**config.mk**
```make
export PLATFORM = sky130hd
export DESIGN_NAME = fp_prep_pipe
export DESIGN_NICKNAME = d
export VERILOG_FILES = /design/src/rtl/fp_prep_pipe.sv
export SDC_FILE = /design/constraint.sdc
export NUM_CORES = 1
export LEC_CHECK = 0
export ABC_AREA = 1
export CAP_MARGIN = 25
export CORE_MARGIN = 3
export CORE_UTILIZATION = 50
export DETAILED_ROUTE_END_ITERATION = 7
export GPL_TIMING_DRIVEN = 0
export PLACE_DENSITY = 0.85
export SYNTH_ARGS = -nofsm -noshare
export SYNTH_HDL_FRONTEND = slang
export SYNTH_SLANG_ARGS = --single-unit
```
**constraint.sdc**
```tcl
create_clock -name clk -period 1.56 [get_ports clk]
set_input_delay 0.312 -clock clk [delete_from_list [all_inputs] [get_ports clk]]
set_output_delay 0.312 -clock clk [all_outputs]
set_load 0.01 [all_outputs]
```
**src/rtl/fp_prep_pipe.sv**
```systemverilog
// Operand-preparation stage for the FP multiplier: unpacks two IEEE-754-style
// operands and presents them through a registered valid/ready stage with a 2-entry skid buffer.
module fp_prep_pipe #(
   parameter int EW          = 8,
   parameter int FW          = 23,
   parameter int DENORM_MODE = 0
) (
   input  logic           clk,
   input  logic           rst,
   input  logic           in_valid,
   output logic           in_ready,
   input  logic [EW+FW:0] a,
   input  logic [EW+FW:0] b,
   output logic           out_valid,
   input  logic           out_ready,
   output logic           sa,
   output logic           sb,
   output logic           s_prod,
   output logic [EW-1:0]  ea,
   output logic [EW-1:0]  eb,
   output logic [FW:0]    ma,
   output logic [FW:0]    mb,
   output logic [6:0]     exc
);

   localparam logic KEEP_SUB = (DENORM_MODE != 0);

   typedef struct packed {
      logic          sgn;
      logic [EW-1:0] e;
      logic [FW:0]   m;
      logic          zero;
      logic          inf;
      logic          nan;
   } opnd_t;

   typedef struct packed {
      logic          sa;
      logic          sb;
      logic          s_prod;
      logic [EW-1:0] ea;
      logic [EW-1:0] eb;
      logic [FW:0]   ma;
      logic [FW:0]   mb;
      logic [6:0]    exc;
   } res_t;

   typedef enum logic [1:0] {
      EMPTY = 2'd0,
      ONE   = 2'd1,
      FULL  = 2'd2
   } state_t;

   // Subnormals either flush to zero or keep an effective exponent of 1 with hidden bit 0.
   function automatic opnd_t decode(input logic [EW+FW:0] x);
      opnd_t         d;
      logic [EW-1:0] ex;
      logic [FW-1:0] fr;
      logic          ex_zero;
      logic          ex_ones;
      logic          fr_zero;
      ex      = x[EW+FW-1:FW];
      fr      = x[FW-1:0];
      ex_zero = (ex == {EW{1'b0}});
      ex_ones = (ex == {EW{1'b1}});
      fr_zero = (fr == {FW{1'b0}});
      d.sgn   = x[EW+FW];
      d.zero  = ex_zero & (fr_zero | ~KEEP_SUB);
      d.inf   = ex_ones & fr_zero;
      d.nan   = ex_ones & ~fr_zero;
      if (d.zero) begin
         d.e = {EW{1'b0}};
         d.m = {(FW+1){1'b0}};
      end else if (ex_zero) begin
         d.e = {{(EW-1){1'b0}}, 1'b1};
         d.m = {1'b0, fr};
      end else begin
         d.e = ex;
         d.m = {1'b1, fr};
      end
      return d;
   endfunction

   opnd_t  da;
   opnd_t  db;
   res_t   dec;
   res_t   m_data;
   res_t   s_data;
   state_t state;
   state_t state_nxt;
   logic   accept;
   logic   emit;
   logic   load_m;
   logic   load_s;
   logic   m_from_s;

   assign accept = in_valid & in_ready;
   assign emit   = out_valid & out_ready;

   // Combinational decode of the offered pair, captured only on accept.
   always_comb begin
      da         = decode(a);
      db         = decode(b);
      dec.sa     = da.sgn;
      dec.sb     = db.sgn;
      dec.s_prod = da.sgn ^ db.sgn;
      dec.ea     = da.e;
      dec.eb     = db.e;
      dec.ma     = da.m;
      dec.mb     = db.m;
      dec.exc    = {da.nan | db.nan | (da.inf & db.zero) | (da.zero & db.inf),
                    da.nan, db.nan, da.inf, db.inf, da.zero, db.zero};
   end

   // Occupancy state plus registered handshake flags derived from the next state.
   always_ff @(posedge clk) begin
      if (rst) begin
         state     <= EMPTY;
         in_ready  <= 1'b1;
         out_valid <= 1'b0;
      end else begin
         state     <= state_nxt;
         in_ready  <= (state_nxt != FULL);
         out_valid <= (state_nxt != EMPTY);
      end
   end

   // Next occupancy from accept/emit events.
   always_comb begin
      state_nxt = state;
      case (state)
         EMPTY: begin
            if (accept) state_nxt = ONE;
            else        state_nxt = EMPTY;
         end
         ONE: begin
            if (accept & ~emit)      state_nxt = FULL;
            else if (emit & ~accept) state_nxt = EMPTY;
            else                     state_nxt = ONE;
         end
         FULL: begin
            if (emit) state_nxt = ONE;
            else      state_nxt = FULL;
         end
         default: state_nxt = EMPTY;
      endcase
   end

   // Register load controls; in FULL the skid entry refills the output register on emit.
   always_comb begin
      load_m   = 1'b0;
      load_s   = 1'b0;
      m_from_s = 1'b0;
      case (state)
         EMPTY: load_m = accept;
         ONE: begin
            load_m = accept & emit;
            load_s = accept & ~emit;
         end
         FULL: begin
            load_m   = emit;
            m_from_s = 1'b1;
         end
         default: begin
            load_m   = 1'b0;
            load_s   = 1'b0;
            m_from_s = 1'b0;
         end
      endcase
   end

   // Main output register M and skid register S; M holds while not reloaded.
   always_ff @(posedge clk) begin
      if (rst) begin
         m_data <= '0;
         s_data <= '0;
      end else begin
         if (load_m) m_data <= m_from_s ? s_data : dec;
         if (load_s) s_data <= dec;
      end
   end

   assign sa     = m_data.sa;
   assign sb     = m_data.sb;
   assign s_prod = m_data.s_prod;
   assign ea     = m_data.ea;
   assign eb     = m_data.eb;
   assign ma     = m_data.ma;
   assign mb     = m_data.mb;
   assign exc    = m_data.exc;

endmodule

```
==> flow_metrics.env <==
export IMPL_status="finished, violations left"
export IMPL_violations="DRC, setup timing"
export IMPL_synth_flop_cell="dfxtp_1"
export IMPL_synth_cells=858
export IMPL_placed_area_sq_um=7970
export IMPL_hold_viol_final=0
export IMPL_fin_ws_ps=-60.3
export IMPL_final_util=0.739
export IMPL_grt_pass1_wl_microns=32100
export IMPL_worstSetupStartpointType="flip-flop"
export IMPL_synth_seq_cells=152
export IMPL_drc=16
export IMPL_grt_pass1_vias=6501
export IMPL_boundaryPins=144
export IMPL_nFillCells=912
export IMPL_portBuffers=142
export IMPL_tightest_slew_ps=512
export IMPL_critPathKind="flip-flop to flip-flop"
export IMPL_drt_pass1_iterations=8
export IMPL_maxCapViolCount=0
export IMPL_ys_warn_count=0
export IMPL_antenna_found_initial=0
export IMPL_skew_ps=8.47
export IMPL_antenna_left=0
export IMPL_clkTransAtPathRegs_ps=60
export IMPL_drv_slew=0
export IMPL_synth_edff_count=0
export IMPL_min_path_type="primary input to flip-flop"
export IMPL_synth_most_common_cell="nand2_1"
export IMPL_syn_num_nets=928
export IMPL_fmax_ghz=0.617
export IMPL_synth_area_top_cells="dfxtp_1 48%, nand2_1 12%, a31oi_1 6.8%"
export IMPL_cp_end_kind="flip-flop"
export IMPL_routedWlPerCell_microns=17.7
export IMPL_vias_per_cell=5.88
export IMPL_synth_cell_types=24
export IMPL_grt_ovfl_total=0
export IMPL_netlist_area_leader_share=0.480
export IMPL_synthTopCellsByCount="199 x nand2_1, 152 x dfxtp_1, 79 x nor2_1"
export IMPL_die_area_sq_um=14100
export IMPL_critPathArrivalTime_ps=1940
export IMPL_vias=7163
export IMPL_hold_buffers=0
export IMPL_final_area_sq_um=9020
export IMPL_cts_htree_levels=4
export IMPL_initial_core_util=0.519
export IMPL_worstPathMaxFanout=10
export IMPL_clk_latency_ps=430
export IMPL_ys_seq_area_frac=0.480
export IMPL_relSlewSlack=0.658
export IMPL_first_iter_violations=1010
export IMPL_gp_congestion=0.885
export IMPL_fin_crit_sh=1.04
export IMPL_cts_root_buf="clkbuf_16"
export IMPL_cts_tree="done"
export IMPL_seqCellArea_sq_um=3050
export IMPL_syn_to_final_growth_pct=42.5
export IMPL_routed_wl_microns=21500
export IMPL_cts_inserted_buffers=17
export IMPL_layout_nets=1108
export IMPL_grt_setup_unrepaired="true"
export IMPL_async_flop_share=0
export IMPL_required_ps=1880
export IMPL_clock_sinks=152
export IMPL_p_leak_nw=3.96
export IMPL_cts_path_max_buffers=2
export IMPL_rows=40
export IMPL_setup_violations=4
export IMPL_tns_ps=-155
export IMPL_synth_area_sq_um=6330
export IMPL_avgSynthCellArea_sq_um=7.38
export IMPL_grt_max_degree=17
export IMPL_irDropWorstVdd_mv=0.641
export IMPL_drive_gt1_frac=0.140
export IMPL_die_x_microns=119
export IMPL_finalCriticalPeriod_ps=1620
export IMPL_dp_hpwl_microns=13500
export IMPL_synth_area_leader_cell="dfxtp_1"
export IMPL_pwr_density_cell_nw_per_um2=1210
export IMPL_antenna_cells=0
export IMPL_die_h_microns=119
export IMPL_core_area_sq_um=12200
export IMPL_multi_input_area_sq_um=2970
export IMPL_grt_use_total=0.280
[sequential cells by signal, summed over array words and instances (netlist names)]
| register | flops |
|---|---|
| ea | 8 |
| eb | 8 |
| exc | 7 |
| in_ready | 1 |
| ma | 24 |
| mb | 24 |
| out_valid | 1 |
| s_data | 74 |
| s_prod | 1 |
| sa | 1 |
| sb | 1 |
| state | 2 |
[cell families (layout without fill, tap and decap cells)]
logic type | Yosys count | in the layout | synth area share
adders and majority gates | 2 | 2 | 0.00395
AOI/OAI and AO/OA | 265 | 265 | 0.225
and+or+nand+nor | 339 | 339 | 0.216
xor gates and xnor gates | 1 | 1 | 0.00138
buffers and inverters | 99 | 292 | 0.0733
DFF | 152 | 152 | 0.480
[critical path: stages, from the launching register on]
cell	delay [ps]
dfxtp_2	340
nand2_2	80
inv_4	60
ha_4	160
nand3_4	130
clkinv_4	90
buf_4	140
buf_4	170
o21ai_0	250
nor2_1	90
[through the flow]
stage	power (mW)	instances	worst slack, ps	hold WS [ps]
3_5_place_dp	6.53	1168	-720	458
3_3_place_gp	6.49	1168	-679	452
6_report	10.9	1219	-60.3	175
4_1_cts	10.6	1209	0.795	167
5_1_grt	11.3	1219	-102	185
2_1_floorplan	5.51	858	137	440
[metal layers]
layer,up-vias,track usage,share of wire
li1,3283,-,-
met1,3279,0.367,0.40
met2,499,0.444,0.47
met3,102,0.0569,0.095
met4,0,0.130,0.039
met5,-,0,0
[repair_timing]
action | in CTS | in global routing
buffers inserted | 7 | 8
gates resized for setup | 122 | 81
cloned | 2 | 4
pin swaps | 4 | 9
endpoints found under the setup margin | 215 | 133
[placed cells by master (no fill, tap or decap), types with 8 or more instances in the layout]
master	count
inv_1	20
buf_4	24
a31oi_1	68
clkdlybuf4s50_1	60
a21oi_1	62
nor2_1	72
inv_2	8
nand3_1	46
buf_6	8
clkbuf_1	14
dlygate4sd2_1	76
dfxtp_1	148
o21ai_1	66
clkbuf_16	21
buf_2	17
o21ai_0	58
nand2_1	197
[path summary, 6_finish.rpt]
| check | from | endpoint | slack, ps | cells after the start |
|---|---|---|---|---|
| max reg2reg | in_ready | s_data[71] | -60 | 9 |
| min | rst | s_data[62] | 180 | 2 |
| min reg2reg | s_data[63] | s_data[63] | 470 | 2 |
| max | in_ready | s_data[71] | -60 | 9 |
[final cells by class]
type,instances,share of cell area
clock inverters,9,0.0133
flip-flops and latches,152,0.338
repair inverters,1,0.000832
well taps,168,0.0233
clock buffers,23,0.0541
inverters,31,0.0140
repair buffers,162,0.175
multi-input cells,607,0.329
plain buffers,66,0.0530
[report_power, final]
part           leakage, nW  total, mW  internal (mW)  switching [mW]
clock                0.306       4.27           2.67            1.60
combinational         2.41       2.14          0.970            1.17
sequential            1.25       4.49           4.27           0.217
total                 3.96       10.9           7.91            2.99
Power figures use the tool's default switching activity.
